$ cat config.mk
export PLATFORM = sky130hd
export DESIGN_NAME = frame_stack_flat
export DESIGN_NICKNAME = d
export VERILOG_FILES = /design/src/rtl/frame_stack_if.sv /design/src/rtl/frame_stack.sv /design/src/flat_wrapper.sv
export SDC_FILE = /design/constraint.sdc
export NUM_CORES = 2
export LEC_CHECK = 0
export ABC_AREA = 0
export BUFFER_PORTS_ARGS = -buffer_cell sky130_fd_sc_hd__clkbuf_2
export CAP_MARGIN = 20
export CORE_MARGIN = 4
export CORE_UTILIZATION = 29
export DETAILED_ROUTE_END_ITERATION = 16
export HOLD_SLACK_MARGIN = 0.03
export SYNTH_ARGS = -nofsm -noshare
export SYNTH_HDL_FRONTEND = slang
export SYNTH_SLANG_ARGS = --single-unit
$ cat constraint.sdc
create_clock -name clk -period 17.6 [get_ports clk]
set_input_delay 1.76 -clock clk [delete_from_list [all_inputs] [get_ports clk]]
set_output_delay 1.76 -clock clk [all_outputs]
set_load 0.005 [all_outputs]
$ cat src/rtl/frame_stack_if.sv
// Frame-context bus between the control unit / register file and the call-frame stack.
// The master side issues push/pop and supplies frames; the slave side is the stack.
interface frame_stack_if #(
    parameter int FRAME_W = 256,
    parameter int PTR_W   = 4
);
    logic               push;
    logic               pop;
    logic               clr_err;
    logic [FRAME_W-1:0] frame_in;
    logic [FRAME_W-1:0] frame_out;
    logic               restore;
    logic               busy;
    logic [PTR_W:0]     depth;
    logic               full;
    logic               empty;
    logic               overflow;
    logic               underflow;
    logic               conflict;

    modport master (
        output push, pop, clr_err, frame_in,
        input  frame_out, restore, busy, depth, full, empty,
               overflow, underflow, conflict
    );

    modport slave (
        input  push, pop, clr_err, frame_in,
        output frame_out, restore, busy, depth, full, empty,
               overflow, underflow, conflict
    );
endinterface

$ cat src/rtl/frame_stack.sv
// Call-frame context stack: saves register-file frames on push and replays them
// on pop, finishing each pop with a one-cycle restore strobe to the register file.
module frame_stack #(
    parameter int FRAME_W = 256,
    parameter int DEPTH   = 16,
    parameter int PTR_W   = 4
) (
    input  logic          clk,
    input  logic          reset,
    frame_stack_if.slave  bus
);
    typedef enum logic [1:0] {
        IDLE    = 2'd0,
        POP_RD  = 2'd1,
        POP_RST = 2'd2
    } state_t;

    localparam logic [PTR_W:0] FULL_CNT = (PTR_W + 1)'(DEPTH);

    // Sticky error flag indices
    localparam int ERR_OVF = 0;
    localparam int ERR_UNF = 1;
    localparam int ERR_CFL = 2;
    localparam int N_ERR   = 3;

    state_t             state_reg;
    logic [PTR_W:0]     sp_reg;
    logic [FRAME_W-1:0] frame_out_reg;
    logic               restore_reg;
    logic               busy_reg;
    logic [N_ERR-1:0]   err_reg;
    logic [N_ERR-1:0]   err_set;

    logic [FRAME_W-1:0] mem [DEPTH];

    logic in_idle;
    logic push_only;
    logic pop_only;
    logic full_w;
    logic empty_w;
    logic wr_en;
    logic rd_start;

    assign full_w    = (sp_reg == FULL_CNT);
    assign empty_w   = (sp_reg == '0);
    assign in_idle   = (state_reg == IDLE);
    assign push_only = bus.push & ~bus.pop;
    assign pop_only  = bus.pop & ~bus.push;

    assign wr_en    = in_idle & push_only & ~full_w;
    assign rd_start = in_idle & pop_only & ~empty_w;

    // Requests arriving while a pop is in flight are dropped without flagging.
    assign err_set[ERR_OVF] = in_idle & push_only & full_w;
    assign err_set[ERR_UNF] = in_idle & pop_only & empty_w;
    assign err_set[ERR_CFL] = in_idle & bus.push & bus.pop;

    // Frame storage is deliberately not reset so it maps onto block RAM.
    always_ff @(posedge clk) begin
        if (wr_en && !reset) begin
            mem[sp_reg[PTR_W-1:0]] <= bus.frame_in;
        end
    end

    always_ff @(posedge clk or posedge reset) begin
        if (reset) begin
            state_reg     <= IDLE;
            sp_reg        <= '0;
            frame_out_reg <= '0;
            restore_reg   <= 1'b0;
            busy_reg      <= 1'b0;
        end else begin
            restore_reg <= 1'b0;
            case (state_reg)
                IDLE: begin
                    if (wr_en) begin
                        sp_reg <= sp_reg + 1'b1;
                    end else if (rd_start) begin
                        sp_reg    <= sp_reg - 1'b1;
                        busy_reg  <= 1'b1;
                        state_reg <= POP_RD;
                    end
                end
                POP_RD: begin
                    // sp already points at the frame being returned
                    frame_out_reg <= mem[sp_reg[PTR_W-1:0]];
                    state_reg     <= POP_RST;
                end
                POP_RST: begin
                    restore_reg <= 1'b1;
                    busy_reg    <= 1'b0;
                    state_reg   <= IDLE;
                end
                default: begin
                    busy_reg  <= 1'b0;
                    state_reg <= IDLE;
                end
            endcase
        end
    end

    // A new error in the same cycle as clr_err keeps the flag set.
    genvar gi;
    generate
        for (gi = 0; gi < N_ERR; gi++) begin : g_err
            always_ff @(posedge clk or posedge reset) begin
                if (reset) begin
                    err_reg[gi] <= 1'b0;
                end else if (err_set[gi]) begin
                    err_reg[gi] <= 1'b1;
                end else if (bus.clr_err) begin
                    err_reg[gi] <= 1'b0;
                end
            end
        end
    endgenerate

    assign bus.frame_out = frame_out_reg;
    assign bus.restore   = restore_reg;
    assign bus.busy      = busy_reg;
    assign bus.depth     = sp_reg;
    assign bus.full      = full_w;
    assign bus.empty     = empty_w;
    assign bus.overflow  = err_reg[ERR_OVF];
    assign bus.underflow = err_reg[ERR_UNF];
    assign bus.conflict  = err_reg[ERR_CFL];
endmodule

$ cat src/flat_wrapper.sv
// flat-port wrapper written by rule: the top's interface ports become plain ports
module frame_stack_flat 
#(
    parameter int FRAME_W = 256,
    parameter int DEPTH   = 16,
    parameter int PTR_W   = 4
)
  (clk, reset, bus_push, bus_pop, bus_clr_err, bus_frame_in, bus_frame_out, bus_restore, bus_busy, bus_depth, bus_full, bus_empty, bus_overflow, bus_underflow, bus_conflict);
  frame_stack_if #(.FRAME_W(FRAME_W), .PTR_W(PTR_W)) bus_i ();
  input  logic clk;
  input  logic reset;
  input wire logic [$bits(bus_i.push)-1:0] bus_push;
  input wire logic [$bits(bus_i.pop)-1:0] bus_pop;
  input wire logic [$bits(bus_i.clr_err)-1:0] bus_clr_err;
  input wire logic [$bits(bus_i.frame_in)-1:0] bus_frame_in;
  output wire logic [$bits(bus_i.frame_out)-1:0] bus_frame_out;
  output wire logic [$bits(bus_i.restore)-1:0] bus_restore;
  output wire logic [$bits(bus_i.busy)-1:0] bus_busy;
  output wire logic [$bits(bus_i.depth)-1:0] bus_depth;
  output wire logic [$bits(bus_i.full)-1:0] bus_full;
  output wire logic [$bits(bus_i.empty)-1:0] bus_empty;
  output wire logic [$bits(bus_i.overflow)-1:0] bus_overflow;
  output wire logic [$bits(bus_i.underflow)-1:0] bus_underflow;
  output wire logic [$bits(bus_i.conflict)-1:0] bus_conflict;
  assign bus_i.push = bus_push;
  assign bus_i.pop = bus_pop;
  assign bus_i.clr_err = bus_clr_err;
  assign bus_i.frame_in = bus_frame_in;
  assign bus_frame_out = bus_i.frame_out;
  assign bus_restore = bus_i.restore;
  assign bus_busy = bus_i.busy;
  assign bus_depth = bus_i.depth;
  assign bus_full = bus_i.full;
  assign bus_empty = bus_i.empty;
  assign bus_overflow = bus_i.overflow;
  assign bus_underflow = bus_i.underflow;
  assign bus_conflict = bus_i.conflict;
  frame_stack #(.FRAME_W(FRAME_W), .DEPTH(DEPTH), .PTR_W(PTR_W)) u_core (.clk(clk), .reset(reset), .bus(bus_i));
endmodule
==> results_tabular.tex <==
\begin{tabular}{lr}
\hline
Metric & Value \\
\hline
\multicolumn{2}{l}{\textbf{Yosys}} \\
Number of flops mapped to enable cells by yosys & $\sim$4000 \\
Share of the yosys chip area belonging to registers & around 80\% \\
Mean cell area of the mapped netlist & between 20 and 25 µm² \\
Synthesized-area fraction occupied by adder cells & less than 1\% \\
Synth Flop Type & edfxtp\_1 \\
Number of synthesized register bits & $\sim$4400 \\
Simple-gate portion of the synthesized area & under 10\% \\
Number of distinct library cell variants in the gate-level netlist after synthesis & 39 \\
Multiplexer fraction of the synthesized cell area & 13.40\% \\
Net Count, Synth & between 8000 and 9000 \\
Number of warning messages in the yosys log & 0 \\
Combinational family with the most area after synthesis & multiplexers \\
Post-synthesis xor/xnor area fraction & 0.02151\% \\
Complex-gate fraction of the synthesized area & 3.959\% \\
Share of flip-flops with an asynchronous set or reset & under 10\% \\
Summed instance area of the synthesized netlist & $\sim$160000 µm² \\
Gate count after technology mapping & 7974 \\
\multicolumn{2}{l}{\textbf{Cells and area}} \\
Post-route cell area & approximately 190000 µm² \\
Post-route insts no fill & about 17000 \\
Area Growth Syn to Fin & 16.17\% \\
Number of flip-flops in the largest register & between 4000 and 5000 \\
Leading cell types in the layout, fill and taps excluded & edfxtp\_1, mux2i\_1, clkbuf\_2 \\
Layout cells sized above 1 & 21.10\% \\
Final core utilization & 33.78\% \\
Most common library cell in the layout ignoring fill and taps & edfxtp\_1 \\
Final layout net count & 8934 \\
\multicolumn{2}{l}{\textbf{Placement}} \\
I/O Buffers & about 530 \\
Half-perimeter wire length after placement & 229.6 mm \\
Placed Cells & about 16000 \\
Pre-CTS setup slack & just over 10 ns \\
Routability congestion estimate from global placement & $\sim$0.72 \\
Total placed instance area & 174500 µm² \\
\multicolumn{2}{l}{\textbf{Global routing}} \\
Overall track demand over capacity in global routing & 14.04\% \\
First-pass GRT wire length & 596.0 mm \\
Maximum number of pins on one net before global-route repair & between 100 and 150 \\
Total global routing overflow & 0 \\
Number of antenna violations at the first check in global routing & 80 \\
Vias in the first global route & 81984 \\
\multicolumn{2}{l}{\textbf{Setup path}} \\
Cell type with the highest occurrence count on the critical path & buf\_12 \\
Delay of the slowest cell on the worst path & $\sim$0.92 ns \\
Ordered cell list for the critical path & buf\_12, buf\_12, buf\_4, buf\_12, buf\_12, buf\_4, mux2i\_1, o22ai\_1, nor3\_1, a21oi\_1 \\
Worst reg2reg endpoint & u\_core.bus.frame\_out[192] \\
Critical Path Sink Type & flop \\
Required time of the worst setup path & roughly 18 ns \\
Category of the most critical setup path & reg2reg \\
Minimum setup slack among reg-to-reg paths & approximately 10 ns \\
Critical path's slowest cell & dfrtp\_4 \\
Buffers and inverters on the worst path & 6 \\
WP data arrival & 7.97 ns \\
Startpoint of the worst-slack reg-to-reg timing path & u\_core.bus.depth[1] \\
Kind of cell adding the most delay to the critical path & buffers and inverters \\
Crit-path max FO & between 100 and 150 \\
Number of cells on the worst reg-to-reg path & 10 \\
Startpoint kind of the worst setup timing path & flop \\
\multicolumn{2}{l}{\textbf{Route}} \\
First-pass iteration count of the detailed router & 6 \\
Count of vias placed by the detailed router & approximately 81000 \\
Number of nets with antenna violations after routing & 0 \\
First DRT Iteration DRCs & around 8000 \\
Wire per inst & around 25 µm \\
Wire length reported by the detailed router & approximately 420 mm \\
Detailed-route DRC error count & 0 \\
Post-DR vias/cell & between 4 and 5 \\
\multicolumn{2}{l}{\textbf{Clocking}} \\
Number of buffers added to fix hold violations after cts & 0 \\
CTS-repair resized insts & 0 \\
Clock Root Buffer & clkbuf\_16 \\
Clock H-tree levels & 5 \\
Clock tree from TritonCTS & done \\
Number of clock buffers inserted by TritonCTS & between 400 and 500 \\
Insertion delay of the later-clocked pin in the worst-skew pair & between 1 and 1.5 ns \\
Maximum clock path buffer count & 4 \\
Clock slew at the register clock pins of the worst setup and hold paths & 0.06 ns \\
Clk sink count & 4364 \\
Post-CTS Setup Bufs & 0 \\
\multicolumn{2}{l}{\textbf{Die}} \\
Placement Rows & approximately 280 \\
Starting Density & between 20 and 30\% \\
Area enclosed by the die boundary & $\sim$570000 µm² \\
Die extent in y & 757.5 µm \\
Die span in x & about 760 µm \\
I/O Pins & roughly 530 \\
Core footprint & roughly 560000 µm² \\
\multicolumn{2}{l}{\textbf{STA}} \\
Highest clock frequency the design can meet & about 140 MHz \\
RSZ-0062 raised after global routing & no \\
Setup Skew & just under 0.09 ns \\
Max-slew violation count & 0 \\
Count of endpoints failing setup in the final report & 0 \\
Portion of the clock cycle consumed by the worst path in the final layout & 40.40\% \\
Final hold vios & 0 \\
Shortest clock period the worst path allows after layout & 7.111 ns \\
Rel. slew slack & about 26\% \\
Slew @ Worst Pin & between 1 and 1.5 ns \\
Setup TNS after final layout & 0 ns \\
Setup slack of the critical path after layout & 10.49 ns \\
\multicolumn{2}{l}{\textbf{Power and ir drop}} \\
IR Drop Worst-Case VDD & 0.0001512 V \\
Power density over the cells & approximately 150 nW/µm² \\
Leakage power of the design & 62.12 nW \\
\multicolumn{2}{l}{\textbf{Worst hold path}} \\
End point of the worst hold path & u\_core.bus.busy \\
Worst Hold Path Cells & 1 \\
Start point of the worst min-delay path & u\_core.state\_reg[1] \\
Worst min path class & reg2reg \\
\multicolumn{2}{l}{\textbf{Flow run}} \\
Maximum Capacitance Violations & 0 \\
\multicolumn{2}{l}{\textbf{Run status}} \\
Status & complete, no violations \\
\hline
\end{tabular}
[area by class of cell]
type,count,area [µm²]
Antenna cell,29,72.57
Clock buffer,597,12070
Sequential cell,4364,129700
Inverter,13,63.81
Tap cell,7479,9358
Multi-Input combinational cell,3140,31050
Fill cell,52694,370900
Clock inverter,236,2630
Timing Repair Buffer,709,4277
[metrics by stage]
step           total power [mW]  hold slack, ns
2_1_floorplan             16.84          0.4266
3_3_place_gp              19.08          0.5032
3_5_place_dp              19.10          0.5059
4_1_cts                   28.51          0.5167
5_1_grt                   29.36          0.5498
6_report                  28.19          0.5151
[worst max path at each step]
stage	from	end	slack [ns]	cells past startpoint
4_1_cts	u_core.bus.depth[0]	u_core.bus.frame_out[192]	10.34	10
3_3_place_gp	u_core.bus.depth[0]	u_core.bus.frame_out[171]	10.42	10
5_1_grt	u_core.bus.depth[0]	u_core.bus.frame_out[191]	9.80	10
6_report	u_core.bus.depth[1]	u_core.bus.frame_out[192]	10.49	10
3_5_place_dp	u_core.bus.depth[0]	u_core.bus.frame_out[192]	10.39	10
2_1_floorplan	bus_pop	u_core.mem[11][0]	3.80	4
[synth_stat cells (all sizes together), types with 2 or more instances]
cell type	count	area share (%)
edfxtp	4096	76
mux2i	1026	6.3
o22ai	513	2.0
mux4	512	7.1
buf	340	1.1
nor2	279	0.65
dfrtp	268	4.1
a21oi	257	0.79
a22oi	255	1.2
nor3	255	0.78
clkbuf	117	0.27
inv	12	0.028
nand3	11	0.037
ha	4	0.031
nand2	4	0.0092
xnor2	4	0.022
nand2b	3	0.016
a31oi	2	0.0077
mux2	2	0.014
nand3b	2	0.0092
o21ai	2	0.0061
or2	2	0.0077
[report_power, final]
part           internal (mW)  leakage, nW  switching, mW
clock network           5.36         7.12           4.03
logic                   2.69         15.1           3.77
registers               11.8         39.8          0.492
[layer usage]
metal | up-vias | global-route usage [%] | part of all wire (%)
met5 | - | 0 | 0.065
met1 | 42835 | 19.40 | 43
met2 | 2692 | 22.43 | 47
met3 | 686 | 2.674 | 6.6
met4 | 44 | 4.411 | 3.0
li1 | 34311 | - | -
[cells by family (layout without fill, tap and decap cells)]
logic type | Yosys count | after routing
AND/OR/NAND/NOR | 560 | 560
XOR/XNOR | 4 | 4
flip-flops | 4364 | 4364
AO/OA/AOI/OAI | 1031 | 1031
multiplexers | 1540 | 1540
buffers and inverters | 470 | 1555
other | 0 | 29
adder cells (fa/ha/maj) | 5 | 5
Note: power is estimated with default switching activity, not from simulation.
